**src/rtl/gpio_apb_arbiter.sv**
```systemverilog
// Two-requester round-robin arbiter driving a single APB master port.
// Optional ACCESS-phase timeout abort enabled by defining ARB_TIMEOUT_EN.
module gpio_apb_arbiter #(
  parameter int unsigned ADDR_W  = 33,
  parameter int unsigned TIMEOUT = 16
) (
  input  logic              PCLK,
  input  logic              PRESETn,
  input  logic              req0,
  input  logic              we0,
  input  logic [ADDR_W-1:0] addr0,
  input  logic [31:0]       wdata0,
  output logic              done0,
  output logic [31:0]       rdata0,
  output logic              err0,
  input  logic              req1,
  input  logic              we1,
  input  logic [ADDR_W-1:0] addr1,
  input  logic [31:0]       wdata1,
  output logic              done1,
  output logic [31:0]       rdata1,
  output logic              err1,
  output logic              PSEL,
  output logic              PENABLE,
  output logic              PWRITE,
  output logic [ADDR_W-1:0] PADDR,
  output logic [31:0]       PWDATA,
  input  logic [31:0]       PRDATA,
  input  logic              PREADY,
  input  logic              PSLVERR,
  output logic              busy,
  output logic              gnt
);

  typedef enum logic [1:0] {IDLE, SETUP, ACCESS, DONE} state_t;

  state_t            r_state, w_next;
  logic              r_gnt;
  logic              w_grant, w_grant_port, w_abort, w_finish;
  logic              r_pwrite;
  logic [ADDR_W-1:0] r_paddr;
  logic [31:0]       r_pwdata;
  logic [31:0]       r_rdata0, r_rdata1;
  logic              r_err0, r_err1;

`ifdef ARB_TIMEOUT_EN
  localparam int unsigned TW = (TIMEOUT > 1) ? $clog2(TIMEOUT) : 1;
  logic [TW-1:0] r_tcnt;

  always_ff @(posedge PCLK or negedge PRESETn) begin
    if (!PRESETn)                       r_tcnt <= '0;
    else if (r_state == SETUP)          r_tcnt <= '0;
    else if (r_state == ACCESS && !PREADY) r_tcnt <= r_tcnt + 1'b1;
  end

  assign w_abort = (r_state == ACCESS) && !PREADY && (r_tcnt == TW'(TIMEOUT - 1));
`else
  // TIMEOUT only sizes the abort counter; reference it so the default build stays warning-free.
  if (TIMEOUT == 0) begin : g_timeout_unused
  end
  assign w_abort = 1'b0;
`endif

  assign w_finish = (r_state == ACCESS) && (PREADY || w_abort);

  always_comb begin
    w_next       = r_state;
    w_grant      = 1'b0;
    w_grant_port = r_gnt;
    unique case (r_state)
      IDLE: if (req0 || req1) begin
        w_grant      = 1'b1;
        // On a tie, the port that was not granted last wins.
        w_grant_port = (req0 && req1) ? ~r_gnt : req1;
        w_next       = SETUP;
      end
      SETUP:   w_next = ACCESS;
      ACCESS:  if (w_finish) w_next = DONE;
      DONE:    w_next = IDLE;
      default: w_next = IDLE;
    endcase
  end

  always_ff @(posedge PCLK or negedge PRESETn) begin
    if (!PRESETn) begin
      r_state  <= IDLE;
      r_gnt    <= 1'b1;
      r_pwrite <= 1'b0;
      r_paddr  <= '0;
      r_pwdata <= '0;
      r_rdata0 <= '0;
      r_rdata1 <= '0;
      r_err0   <= 1'b0;
      r_err1   <= 1'b0;
    end else begin
      r_state <= w_next;
      if (w_grant) begin
        r_gnt    <= w_grant_port;
        r_pwrite <= w_grant_port ? we1    : we0;
        r_paddr  <= w_grant_port ? addr1  : addr0;
        r_pwdata <= w_grant_port ? wdata1 : wdata0;
      end
      if (w_finish) begin
        if (!r_gnt) begin
          if (w_abort)        r_rdata0 <= '0;
          else if (!r_pwrite) r_rdata0 <= PRDATA;
          r_err0 <= w_abort | PSLVERR;
        end else begin
          if (w_abort)        r_rdata1 <= '0;
          else if (!r_pwrite) r_rdata1 <= PRDATA;
          r_err1 <= w_abort | PSLVERR;
        end
      end
    end
  end

  assign PSEL    = (r_state == SETUP) || (r_state == ACCESS);
  assign PENABLE = (r_state == ACCESS);
  assign PWRITE  = r_pwrite;
  assign PADDR   = r_paddr;
  assign PWDATA  = r_pwdata;
  assign busy    = (r_state != IDLE);
  assign gnt     = r_gnt;
  assign done0   = (r_state == DONE) && !r_gnt;
  assign done1   = (r_state == DONE) && r_gnt;
  assign rdata0  = r_rdata0;
  assign rdata1  = r_rdata1;
  assign err0    = r_err0;
  assign err1    = r_err1;

endmodule

```
**config.mk**
```make
export PLATFORM = sky130hd
export DESIGN_NAME = gpio_apb_arbiter
export DESIGN_NICKNAME = d
export VERILOG_FILES = /design/src/rtl/gpio_apb_arbiter.sv
export SDC_FILE = /design/constraint.sdc
export NUM_CORES = 1
export LEC_CHECK = 0
export ABC_AREA = 1
export CAP_MARGIN = 20
export CORE_MARGIN = 8
export CORE_UTILIZATION = 30
export DETAILED_ROUTE_END_ITERATION = 7
export SYNTH_ARGS = -nofsm -noshare
export SYNTH_HDL_FRONTEND = slang
export SYNTH_SLANG_ARGS = --single-unit
```
**constraint.sdc**
```tcl
create_clock -name PCLK -period 1.7 [get_ports PCLK]
set_input_delay 0.425 -clock PCLK [delete_from_list [all_inputs] [get_ports PCLK]]
set_output_delay 0.425 -clock PCLK [all_outputs]
set_load 0.02 [all_outputs]
```
## Yosys cells after proc, flatten, opt, wreduce, memory -nomap -nowiden

Index checks and enable logic that the tools add are counted.

| word-level totals | value |
|---|---|
| input bits | 170 |
| logic and storage cells | 41 |
| output and inout port bits | 138 |
| bits in registers | 135 |

| operators by class | value |
|---|---|
| equality and inequality tests | 5 |
| bitwise operators | 2 |
| mux-type cells | 11 |
| reductions and logical operators | 14 |

Operators by type and width:

| operator | count |
|---|---|
| 2-to-1 mux 33 bit | 1 |
| 2-to-1 mux 32 bit | 1 |
| one-hot mux 2 bit (4 select lines) | 1 |
| 2-to-1 mux 1 bit | 6 |
| AND reduction 2 bit | 3 |
| AND reduction 3 bit | 2 |
| == test 2 bit, second input constant | 2 |
| logical AND 1 bit | 4 |
| 2-to-1 mux 2 bit | 2 |
| == test 2 x 1 -> 1 bit, second input constant | 1 |
| logical NOT 2 bit | 1 |
| logical OR 1 bit | 2 |
| != test 2 x 1 -> 1 bit, second input constant | 1 |
| != test 2 bit, second input constant | 1 |
| NOT 1 bit | 2 |
| nonzero test 2 bit | 1 |
| logical NOT 1 bit | 1 |

## Depth between registers and ports, before layout

| depth | value |
|---|---|
| word-level depth | 5 |
| depth in mapped cells | 9 |
| gate-level depth less buffers | 7 |

## Worst setup path after synthesis

OpenSTA, ideal clock, no wires.

| timing path | value |
|---|---|
| kind | reg-to-reg |
| from | register r_state[0] |
| to | register r_rdata0[10] (netlist: rdata0[10]) |
| arrival | 1.483 ns |
| slack | 0.087 ns |
| required time | 1.570 ns |
| stages on the path, launching flop included | 9 |
| buffers on the path | 1 |
| setup time | 0.130 ns |
| cell sequence | dfrtp_1 inv_1 ha_1 nand2_1 nor2_2 nand2_2 clkbuf_1 nand2_1 o21ai_0 |

| on the way | value |
|---|---|
| cells in the longest elaborated chain, start to end | 3 |

Ends and longest elaborated chain:

| what | RTL line | source |
|---|---|---|
| start: declaration | 37 | `state_t r_state, w_next;` |
| start signal: assignment | 96 | `r_state <= w_next;` |
| == test 2 bit | - |  |
| via PENABLE | 24 | `output logic PENABLE,` |
| logical AND 1 bit | 64 | `assign w_finish = (r_state == ACCESS) && (PREADY \|\| w_abort);` |
| AND reduction 3 bit (no source line) | - |  |
| end signal: assignment | 91 | `r_rdata0 <= '0;` |
| end signal: assignment | 105 | `if (w_abort) r_rdata0 <= '0;` |
| end signal: assignment | 106 | `else if (!r_pwrite) r_rdata0 <= PRDATA;` |
| end: declaration | 43 | `logic [31:0] r_rdata0, r_rdata1;` |

The timed path passes the listed nets, and every way through them passes these cells.
A chain may end at the register's enable or synchronous reset.

## Worst setup path in the final report

| timing path | value |
|---|---|
| from | register r_state[1] |
| to | output port done0 |

| on the way | value |
|---|---|
| cells in the longest elaborated chain, start to end | 2 |

Ends and longest elaborated chain:

| what | RTL line | source |
|---|---|---|
| == test 2 bit | 124 | `assign done0 = (r_state == DONE) && !r_gnt;` |
| logical AND 1 bit | 124 |  |
| end: declaration | 13 | `output logic done0,` |

Every way passes these cells.

==> impl_metrics.tcl <==
set metrics [dict create \
    synth_nets 1031 \
    grt_max_degree 41 \
    yosys_warnings 0 \
    grtUsageMet3_pct 6.69 \
    cts_tree "yes" \
    dominantRegCellSynth "sky130_fd_sc_hd__dfrtp_1" \
    post_route_cells_drive_above_1_share_pct 9.48 \
    vias_per_cell 4.50 \
    place.detailed.hpwl_mm 17.6 \
    fmaxAchievable_ghz 0.571 \
    power_switching_share_pct 44.8 \
    yosys_register_bits 135 \
    floorplan.die_area_um2 26900 \
    layout_setup_ws_ns -0.0507 \
    yosys.area.top_type "sky130_fd_sc_hd__dfrtp_1" \
    layout_worst_path_cycle_share_pct 103 \
    final_util_pct 50.3 \
    fin_worst_hold_slack_ns 0.436 \
    gp_routability_congestion 0.796 \
    final.setup.tns_ns -0.112 \
    post-route-drc-count 0 \
    drv_cap 0 \
    worst-setup-path-type "reg -> out" \
    ctsLongestPathBuffers 2 \
    antenna_cells_inserted 0 \
    initial_standard_cell_utilization_of_the_core_pct 30.4 \
    run_status "finished with violations" \
    synth_cell_type_count 19 \
    sequentialPowerShare_pct 27.7 \
    tightest_slew_ns 0.380 \
    share_comb_of_total_power_pct 53.5 \
    met2_usage_pct 27.6 \
    power_per_cell_area_nw_per_um2 1830 \
    first_global_vias 6551 \
    setup-violations-final 3 \
    finalClockSkew_ns 0.00951 \
    power_leakage_nw 5.95 \
    num_vias 6626 \
    fraction_of_registers_with_async_set_reset_pct 100 \
    synthTopCellsByArea "sky130_fd_sc_hd__dfrtp_1 (51%), sky130_fd_sc_hd__nand3_1 (15%), sky130_fd_sc_hd__nand2_1 (12%)" \
    clk_pin_slew_ns 0.07 \
    final_cell_area_um2 10900 \
    cts_htree_levels 4 \
    violated_checks "negative setup slack" \
    antenna_found_initial 1 \
    drt_first_iter_violations 540 \
    die-width_um 164 \
    clock_insertion_delay_worst_skew_ns 0.42 \
    use_met1_pct 22.2 \
    gr-usage-all-layers_pct 17.5 \
    critical_path.endpoint_type "output port" \
    area_delta_synth_final_pct 65.8 \
    clockRootBuffer "sky130_fd_sc_hd__clkbuf_16" \
    synthesis.area_um2 6560 \
    drt-wirelength-per-cell_um 16.5 \
    yosysSeqAreaShare_pct 51.5 \
    hp_class "in -> async" \
    nets 1353 \
    tritoncts_num_sinks 135 \
    totalWireLength_mm 24.3 \
    internal_power_mw 11.0 \
    switchingPower_mw 8.94 \
    grt_first_pass_wirelength_mm 36.9 \
    gr-max-usage-layer "met2" \
    die_h_um 164 \
    stdcell_count 1472 \
    dpl-instance-area_um2 10200 \
    number_of_clock_buffers_inserted_by_tritoncts 17 \
    setup_repair_after_global_routing_missed_its_margin "yes" \
    io_buffer_count 307 \
    dp_cells 1430 \
    std_cell_rows 54 \
    critPathLaunchType "flip-flop" \
    dr.pass1.iters 5 \
    path_max_fanout 2 \
    vdd.ir_drop.worst_v 0.000761 \
    arrival_ns 1.33 \
    drv_slew 0 \
    global_route.overflow_total 0 \
    synthesis.instances 857 \
    clockPowerShare_pct 18.8 \
    design.core.area_um2 21600 \
    avgSynthCellArea_um2 7.66 \
    yosysTopAreaCellShare_pct 51.1 \
    worst_slew_margin_rel_pct 74.4 \
    required_ns 1.27 \
    ioPinCount 308 \
    final_period_minus_worst_setup_slack_ns 1.75 \
    antenna_violating_nets_post_route 0 \
    finalHoldViolCount 0 \
    synth_enable_flop_cells 0 \
]
cell usage after synthesis (2+ instances only):
library cell,number
sky130_fd_sc_hd__nand3_1,200
sky130_fd_sc_hd__buf_2,22
sky130_fd_sc_hd__inv_2,3
sky130_fd_sc_hd__dfrtp_1,134
sky130_fd_sc_hd__clkbuf_1,20
sky130_fd_sc_hd__nand2_1,208
sky130_fd_sc_hd__nor2_1,4
sky130_fd_sc_hd__nand3_2,2
sky130_fd_sc_hd__a21oi_1,2
sky130_fd_sc_hd__buf_4,12
sky130_fd_sc_hd__ha_1,4
sky130_fd_sc_hd__inv_1,174
sky130_fd_sc_hd__o21ai_0,47
sky130_fd_sc_hd__o21ai_1,20
registers in the layout, summed over array words and instances, names as in the netlist, named ones only:
name and cells:
PADDR 33, PWDATA 32, PWRITE 1, err0 1, err1 1, r_state 2
rdata0 32, rdata1 32
final timing paths:
check                                 from                    endpoint  slack [ns]  cells past startpoint
worst max-delay path            r_state[1]                       done0       -0.05                      5
worst min-delay path               PRESETn                    PADDR[0]        0.44                      2
worst max register to register  r_state[0]                  rdata1[25]        0.08                     10
worst min register to register   PADDR[17]                   PADDR[17]        0.47                      2
max in group asynchronous          PRESETn  asynchronous set/reset pin        0.70                      3
min in group PCLK                PADDR[17]                   PADDR[17]        0.47                      2
cell usage in the layout, fill, tap and decap left out, types with 2 or more instances in the layout:
cell type	count
sky130_fd_sc_hd__inv_2	6
sky130_fd_sc_hd__clkdlybuf4s50_1	168
sky130_fd_sc_hd__buf_6	14
sky130_fd_sc_hd__nand2_1	202
sky130_fd_sc_hd__buf_12	15
sky130_fd_sc_hd__inv_8	7
sky130_fd_sc_hd__nor2_1	3
sky130_fd_sc_hd__nor2_2	2
sky130_fd_sc_hd__a21oi_1	2
sky130_fd_sc_hd__clkbuf_16	20
sky130_fd_sc_hd__dfrtp_1	134
sky130_fd_sc_hd__ha_4	3
sky130_fd_sc_hd__inv_1	170
sky130_fd_sc_hd__clkinv_8	4
sky130_fd_sc_hd__dlygate4sd2_1	132
sky130_fd_sc_hd__nand3_1	199
sky130_fd_sc_hd__inv_6	3
sky130_fd_sc_hd__o21ai_0	31
sky130_fd_sc_hd__nand3_2	2
sky130_fd_sc_hd__nand2_2	6
sky130_fd_sc_hd__buf_4	25
sky130_fd_sc_hd__o21ai_1	36
per-layer routing:
metal,up-vias,part of all wire [%]
li1,3301,-
met1,3078,42
met2,226,47
met3,19,9.4
met4,2,1.1
met5,-,0.037
logic make-up after synthesis:
family / Yosys count / synth area share, %
compound gates: 70 / 5.39
fa+ha+maj: 4 / 0.763
buf+inv: 232 / 14.5
flops: 135 / 51.5
simple gates: 416 / 27.9
power by group through the flow:
stage	Combinational [mW]	Clock (mW)	Sequential, mW
final	10.7	3.74	5.53
after global routing	11.7	4.00	5.73
after CTS	10.6	3.87	5.53
after detailed placement	11.5	0	5.62
after global placement	11.4	0	5.60
after floorplan	4.12	0	7.40
worst max-delay path: stages, from the launching register on:
cell	delay, ns
sky130_fd_sc_hd__dfrtp_1	0.37
sky130_fd_sc_hd__buf_6	0.13
sky130_fd_sc_hd__ha_4	0.14
sky130_fd_sc_hd__inv_2	0.03
sky130_fd_sc_hd__nor2_2	0.11
sky130_fd_sc_hd__buf_6	0.13
area by class of cell:
type / instances / area, um^2
fillers: 2150 / 10700
repair buffers: 358 / 3570
flip-flops and latches: 135 / 3380
multi-input cells: 490 / 2310
inverters: 177 / 667
clock buffers: 17 / 425
well taps: 280 / 350
clock inverters: 15 / 179
metrics by stage:
stage	power [mW]	worst slack, ns
final	19.9	-0.0507
after CTS	20.0	-0.117
after detailed placement	17.1	-0.155
after global routing	21.4	-0.121
after floorplan	11.5	0.0869
after global placement	17.0	-0.134
repair_timing:
action                                 in CTS  in global routing
resized for setup                         153                 36
pin swaps                                   2                  4
hold buffers                                1                  0
setup buffers                               2                  2
setup endpoints to repair                 138                 42
cloned                                      0                  6
endpoints found under the hold margin      20                  0
No activity file was read; power rests on OpenSTA's default activity.
